`src/rtl/multi_saikoro.sv`:
```
// Multi-die "saikoro" roller: odometer-chained dice that spin while roll is held,
// then decelerate over doubling intervals before latching the summed result.
module multi_saikoro #(
    parameter int NDICE      = 2,
    parameter int SLOW_STEPS = 4,
    parameter int SLOW_BASE  = 2,
    localparam int SW        = $clog2(6 * NDICE + 1)
) (
    input  logic                 ck,
    input  logic                 reset,
    input  logic                 roll,
    output logic [7*NDICE-1:0]   lamp,
    output logic [SW-1:0]        total,
    output logic                 done,
    output logic                 busy
);

    localparam int IW = $clog2((SLOW_BASE << SLOW_STEPS) + 1);
    localparam int KW = $clog2(SLOW_STEPS + 1);

    localparam logic [1:0] S_IDLE = 2'd0;
    localparam logic [1:0] S_ROLL = 2'd1;
    localparam logic [1:0] S_SLOW = 2'd2;
    localparam logic [1:0] S_SHOW = 2'd3;

    logic [1:0]             state_q, state_d;
    logic [NDICE-1:0][2:0]  dice_q, dice_d, dice_adv;
    logic [KW-1:0]          k_q, k_d;
    logic [IW-1:0]          ivl_q, ivl_d, cnt_q, cnt_d;
    logic [SW-1:0]          total_q, total_d, sum_adv;
    logic                   carry;

    function automatic logic [6:0] pips(input logic [2:0] v);
        case (v)
            3'd1:    pips = 7'b0001000;
            3'd2:    pips = 7'b1000001;
            3'd3:    pips = 7'b0011100;
            3'd4:    pips = 7'b1010101;
            3'd5:    pips = 7'b1011101;
            3'd6:    pips = 7'b1110111;
            default: pips = 7'b0000000;
        endcase
    endfunction

    // Odometer advance: ripple the carry from die 0 upward; carry out of the top die is dropped.
    always_comb begin
        carry   = 1'b1;
        sum_adv = '0;
        for (int unsigned i = 0; i < NDICE; i++) begin
            dice_adv[i] = dice_q[i];
            if (carry) begin
                if (dice_q[i] == 3'd6) begin
                    dice_adv[i] = 3'd1;
                end else begin
                    dice_adv[i] = dice_q[i] + 3'd1;
                    carry       = 1'b0;
                end
            end
            sum_adv = sum_adv + SW'(dice_adv[i]);
        end
    end

    always_comb begin
        state_d = state_q;
        dice_d  = dice_q;
        k_d     = k_q;
        ivl_d   = ivl_q;
        cnt_d   = cnt_q;
        total_d = total_q;
        case (state_q)
            S_IDLE: begin
                if (roll) state_d = S_ROLL;
            end
            S_ROLL: begin
                dice_d = dice_adv;
                if (!roll) begin
                    state_d = S_SLOW;
                    k_d     = '0;
                    ivl_d   = IW'(SLOW_BASE);
                    cnt_d   = '0;
                end
            end
            S_SLOW: begin
                // A renewed roll request pre-empts any pending advance.
                if (roll) begin
                    state_d = S_ROLL;
                end else if (cnt_q == ivl_q - IW'(1)) begin
                    dice_d = dice_adv;
                    cnt_d  = '0;
                    k_d    = k_q + KW'(1);
                    ivl_d  = ivl_q << 1;
                    if (k_q == KW'(SLOW_STEPS - 1)) begin
                        state_d = S_SHOW;
                        total_d = sum_adv;
                    end
                end else begin
                    cnt_d = cnt_q + IW'(1);
                end
            end
            default: state_d = S_IDLE;
        endcase
    end

    always_ff @(posedge ck or negedge reset) begin
        if (!reset) begin
            state_q <= S_IDLE;
            dice_q  <= {NDICE{3'd1}};
            k_q     <= '0;
            ivl_q   <= '0;
            cnt_q   <= '0;
            total_q <= SW'(NDICE);
        end else begin
            state_q <= state_d;
            dice_q  <= dice_d;
            k_q     <= k_d;
            ivl_q   <= ivl_d;
            cnt_q   <= cnt_d;
            total_q <= total_d;
        end
    end

    always_comb begin
        lamp = '0;
        for (int unsigned i = 0; i < NDICE; i++) begin
            lamp[7*i +: 7] = pips(dice_q[i]);
        end
    end

    assign total = total_q;
    assign done  = (state_q == S_SHOW);
    assign busy  = (state_q == S_ROLL) || (state_q == S_SLOW);

endmodule

```
`config.mk`:
```
export PLATFORM = sky130hd
export DESIGN_NAME = multi_saikoro
export DESIGN_NICKNAME = d
export VERILOG_FILES = /design/src/rtl/multi_saikoro.sv
export SDC_FILE = /design/constraint.sdc
export NUM_CORES = 1
export LEC_CHECK = 0
export BUFFER_PORTS_ARGS = -buffer_cell sky130_fd_sc_hd__buf_2
export CORE_ASPECT_RATIO = 0.7
export CORE_MARGIN = 2
export CORE_UTILIZATION = 40
export CTS_CLUSTER_SIZE = 16
export DETAILED_ROUTE_END_ITERATION = 10
export REMOVE_ABC_BUFFERS = 1
export SLEW_MARGIN = 20
export SYNTH_ARGS = -nofsm -noshare
export SYNTH_HDL_FRONTEND = slang
export SYNTH_SLANG_ARGS = --single-unit
```
`constraint.sdc`:
```
create_clock -name ck -period 2.12 [get_ports ck]
set_clock_uncertainty 0.05 [all_clocks]
set_input_delay 0.106 -clock ck [delete_from_list [all_inputs] [get_ports ck]]
set_output_delay 0.106 -clock ck [all_outputs]
set_load 0.01 [all_outputs]
```
# After elaboration in Yosys (flattened, before gate mapping)
# Index checks and enable logic that the tools add are counted.
[totals]
reg_bits = 27
latchBits = 0
ram_bits = 0
rom_bits = 0
out_inout_bits = 20
elab_cells = 72
mem_count = 0
[op_classes]
add_sub_neg = 6
n_mul = 0
div_mod_pow = 0
order_cmp = 0
n_eq_ne = 23
shift = 0
n_mux = 27
n_bitwise = 1
n_reduce_logical = 8
[op_table]
columns = ["cell", "count"]
rows = [
  ["$pmux W7 S6", 2],
  ["$mux W6", 8],
  ["$pmux W6 S2", 3],
  ["$eq A3 B3 Y1 const B", 6],
  ["$mux W3", 6],
  ["$eq A3 B2 Y1 const B", 5],
  ["$reduce_and A4 Y1", 3],
  ["$mux W2", 5],
  ["$add A3 B1 Y3 const B", 3],
  ["$ne A2 B2 Y1 const B", 4],
  ["$add A6 B1 Y6 const B", 1],
  ["$eq A3 B1 Y1 const B", 2],
  ["$eq A6 B6 Y1", 1],
  ["$ne A3 B3 Y1 const B", 2],
  ["$pmux W2 S3", 1],
  ["$pmux W3 S2", 1],
  ["$reduce_and A3 Y1", 2],
  ["$sub A6 B1 Y6 const B", 1],
  ["$add A3 B3 Y4", 1],
  ["$eq A2 B2 Y1 const B", 2],
  ["$eq A2 B1 Y1 const B", 1],
  ["$logic_not A2 Y1", 1],
  ["$reduce_bool A2 Y1", 1],
  ["$logic_or A1 B1 Y1", 1],
  ["other kinds (2)", 2],
]

# Depth between registers and ports, before layout
[logic_depth]
depth_word = 6
mapped_depth = 9
depth_no_buf = 9

# Least setup slack after synthesis
# No wires, ideal clock.
[synth_path]
path_kind = "flip-flop to flip-flop"
from = "register ivl_q[1]"
to = "register dice_q[1] (netlist name)"
setup_ns = 0.125
arrival_time_ns = 2.002
t_required_ns = 1.945
path_slack_ns = -0.058
stages_incl_launch_ff = 9
path_buffers = 1
cell_sequence = "dfrtp_1 > inv_1 > ha_1 > xor2_1 > nand3_1 > or2_1 > buf_6 > o31a_4 > mux2_4"
[synth_via]
elab_chain_cells = 4
[synth_rtl]
columns = ["item", "line", "source"]
rows = [
  ["start, declared", "29", "logic [IW-1:0] ivl_q, ivl_d, cnt_q, cnt_d;"],
  ["start signal, assigned", "116", "ivl_q <= ivl_d;"],
  ["$sub A6 B1 Y6", "87", "end else if (cnt_q == ivl_q - IW'(1)) begin"],
  ["$eq A6 B6 Y1", "87", ""],
  ["$ne A2 B2 Y1 (no source line)", "--", ""],
  ["$reduce_and A3 Y1 (no source line)", "--", ""],
  ["end signal, assigned", "107", "dice_q <= {NDICE{3'd1}};"],
  ["end signal, assigned", "114", "dice_q <= dice_d;"],
  ["end, declared", "27", "logic [NDICE-1:0][2:0] dice_q, dice_d, dice_adv;"],
]
# Every way passes these cells.
# A chain may end at the register's enable or synchronous reset.

# Worst setup path after layout
# Same ends and word-level chain as after synthesis.

==> results.py <==
metrics = {
    "run_status": {
        "outcome": "finished, violations left",
        "violations": "setup timing",
    },
    "floorplanning": {
        "die_y_um": 60.9,
        "initial_core_util_pct": 42.2,
        "io_pins": 23,
        "dieArea_sq_um": 5190,
        "rows": 20,
        "core_sq_um": 4380,
        "dieWidth_um": 85.2,
    },
    "placement": {
        "gp_congestion": 0.808,
        "dp_cells": 290,
        "hpwl_mm": 3.15,
        "port_buffers": 22,
    },
    "clocking": {
        "clockBufferDepth": 2,
        "cts_tree": "done",
        "cts-buffers-inserted": 3,
        "clock_latency_ns": 0.30,
        "cts-htree-levels": 1,
        "cts_root_buf": "clkbuf_8",
        "numClockSinks": 26,
        "path_clk_slew_ns": 0.10,
    },
    "worst_setup_path": {
        "critPathLaunchType": "flip-flop",
        "endpoint_kind": "flip-flop",
        "arrival_ns": 2.25,
        "critical_path.max_fanout": 6,
        "required_ns": 2.25,
        "r2r_slack_ns": -0.002,
        "worst_path_max_delay_cell": "dfrtp_1",
        "path_class": "reg2reg",
        "crit_chain": "buf_4, buf_4, xor2_1, nand3_1, or2_4, o31a_4, mux2_4",
        "slowest_delay_ns": 0.41,
        "critPathMostFrequentCell": "buf_4",
    },
    "drt": {
        "firstDrtPassIters": 4,
        "drt_drc_violations_left": 0,
        "wl_mm": 4.30,
        "final_antenna_net_count": 0,
        "wl_per_cell_um": 14.3,
        "drt_iter0_drc": 88,
        "vias": 1592,
        "viasPerCell": 5.31,
    },
    "timing": {
        "tightest_slew_ns": 0.774,
        "rsz0062_at_grt": "yes",
        "finalSetupViolCount": 1,
        "hold_viol": 0,
        "drv_slew": 0,
        "fmax_mhz": 471,
        "fin_crit_ns": 2.12,
        "max-slew-margin-rel_pct": 47.8,
        "fin_crit_sh_pct": 100,
        "worst_slack_ns": -0.00220,
    },
    "grt": {
        "track_usage_pct": 17.7,
        "grt_max_degree": 27,
        "antenna_found_initial": 0,
        "grt_pass1_wl_mm": 6.96,
        "grt.overflow.total": 0,
        "grt_pass1_vias": 1380,
    },
    "cells_and_area": {
        "mostFrequentLayoutCells": "34 x buf_4, 23 x dfrtp_1, 22 x nand2_1, 22 x buf_2",
        "drive_gt1_share_pct": 35.9,
        "fillers": 401,
        "postLayoutCoreUtil_pct": 54.1,
        "final_nets": 262,
        "layout_commonest_cell": "buf_4",
        "syn_to_final_growth_pct": 28.3,
        "layout.cells.non_filler": 300,
        "antenna_cells": 0,
    },
    "logic_synthesis": {
        "yosysUniqueCellTypes": 50,
        "ys.warnings.count": 0,
        "ys.flop_type": "dfrtp_1",
        "seq_area_frac_synth_pct": 35.4,
        "async_flop_share_pct": 100,
        "ys_ff_latch": 26,
        "netlist_area_sq_um": 1850,
        "synthCells": 195,
        "syn_avg_cell_area_sq_um": 9.47,
        "yosys-top-cells-area": "dfrtp_1 31%, ha_1 8.1%, nand2_1 4.5%, dfstp_2 4.3%, mux2_4 3.3%",
        "synth_top_cell_area_share_pct": 31.2,
        "synthDominantAreaCellType": "dfrtp_1",
        "synth_edf_count": 0,
    },
    "hold_path": {
        "hp-class": "in2reg",
    },
    "power_and_ir_drop": {
        "p_leak_nw": 1.20,
        "vdd.ir_drop.worst_mv": 0.708,
        "pwr_density_cell_nw_per_um2": 1310,
    },
    "job": {
        "maxCapViolations": 0,
    },
}
==> metal layers <==
layer | GRT usage (%) | share of wire, % | vias up
li1 | - | - | 788
met1 | 28.1 | 53 | 781
met2 | 24.0 | 43 | 21
met3 | 4.63 | 3.2 | 2
met4 | 2.72 | 0.56 | 0
met5 | 0 | 0 | -
==> cells in the mapped netlist (2+ instances only) <==
cell type  number
mux2_4          4
a211o_1         4
nand2b_1        6
xor2_1          4
a21oi_1        10
nor3_1          4
inv_1          12
ha_1           12
nor2b_1         2
nand3_1         8
clkbuf_1        2
nand2_1        22
buf_4           6
dfrtp_1        23
mux2i_1         5
mux2_2          3
o211ai_1        5
xnor2_1         6
a22o_1          2
o21ai_0         9
a21o_1          3
dfstp_2         3
nor2_1          7
and2_1          6
a221o_1         2
==> worst max-delay path: cells and delay by family (launching register included) <==
kind | cells | cell delay, ns
and+or+nand+nor | 2 | 0.46
DFF | 1 | 0.41
AOI/OAI and AO/OA | 1 | 0.33
muxes | 1 | 0.30
buffers and inverters | 2 | 0.29
xor gates and xnor gates | 1 | 0.16
==> area by class of cell <==
type | count | area (sq um) | area share (%)
Clock buffer | 3 | 41.3 | 1.74
Inverter | 12 | 45.0 | 1.90
Multi-Input combinational cell | 146 | 1150 | 48.7
Clock inverter | 1 | 30.0 | 1.27
Tap cell | 55 | 68.8 | 2.91
Timing Repair Buffer | 57 | 375 | 15.8
Sequential cell | 26 | 654 | 27.6
==> path summary, 6_finish.rpt <==
path                                              end                  from  cells after the start
worst max-delay path            dice_q[1]$_DFFE_PN0P_  ivl_q[1]$_DFFE_PN0P_                      7
min in group asynchronous        cnt_q[0]$_DFFE_PN0P_                 reset                      2
worst min register to register   total[3]$_DFFE_PN0P_  total[3]$_DFFE_PN0P_                      2
max in group asynchronous       dice_q[4]$_DFFE_PN0P_                 reset                      2
worst max register to register  dice_q[1]$_DFFE_PN0P_  ivl_q[1]$_DFFE_PN0P_                      7
worst min-delay path             ivl_q[1]$_DFFE_PN0P_                  roll                      3
==> cells by family (layout without fill, tap and decap cells) <==
family,count (synthesis),in the layout,share of synthesized area (%)
AOI/OAI and AO/OA,49,49,19.3
xor gates and xnor gates,10,10,4.74
adders and majority gates,13,13,9.21
buffers and inverters,23,73,6.37
DFF,26,26,35.4
muxes,12,12,7.79
and+or+nand+nor,62,62,17.1
==> registers in the layout, indices dropped and copies added (netlist names) <==
| name | flops |
|---|---|
| k_q | 3 |
| cnt_q | 6 |
| ivl_q | 5 |
| state_q | 2 |
| dice_q | 6 |
| total | 4 |
==> through the flow <==
stage | TNS (ns) | hold slack (ns) | area [sq um] | setup slack, ns | power, mW
floorplan | -0.429 | -0.240 | 1770 | -0.125 | 1.82
global placement | -0.469 | 0.107 | 2170 | -0.0953 | 2.50
detailed placement | -0.989 | 0.115 | 2170 | -0.156 | 2.51
CTS | -0.0194 | 0.139 | 2310 | -0.00658 | 3.01
global route | -0.402 | 0.203 | 2370 | -0.0587 | 3.35
finish | -0.00220 | 0.144 | 2370 | -0.00220 | 3.10
==> where the power goes <==
group	switching, mW	total, mW	internal [mW]	leakage (nW)
Sequential	0.126	0.751	0.625	0.333
Clock	0.187	0.441	0.254	0.0357
Combinational	0.999	1.90	0.906	0.827
Total	1.31	3.10	1.78	1.20
==> repair_timing <==
item / CTS / global route
pin swaps: 4 / 4
buffers inserted: 5 / 0
gates resized for setup: 6 / 14
hold buffers: 1 / 0
endpoints found under the hold margin: 23 / 0
endpoints found under the setup margin: 13 / 19
Power figures use the tool's default switching activity.
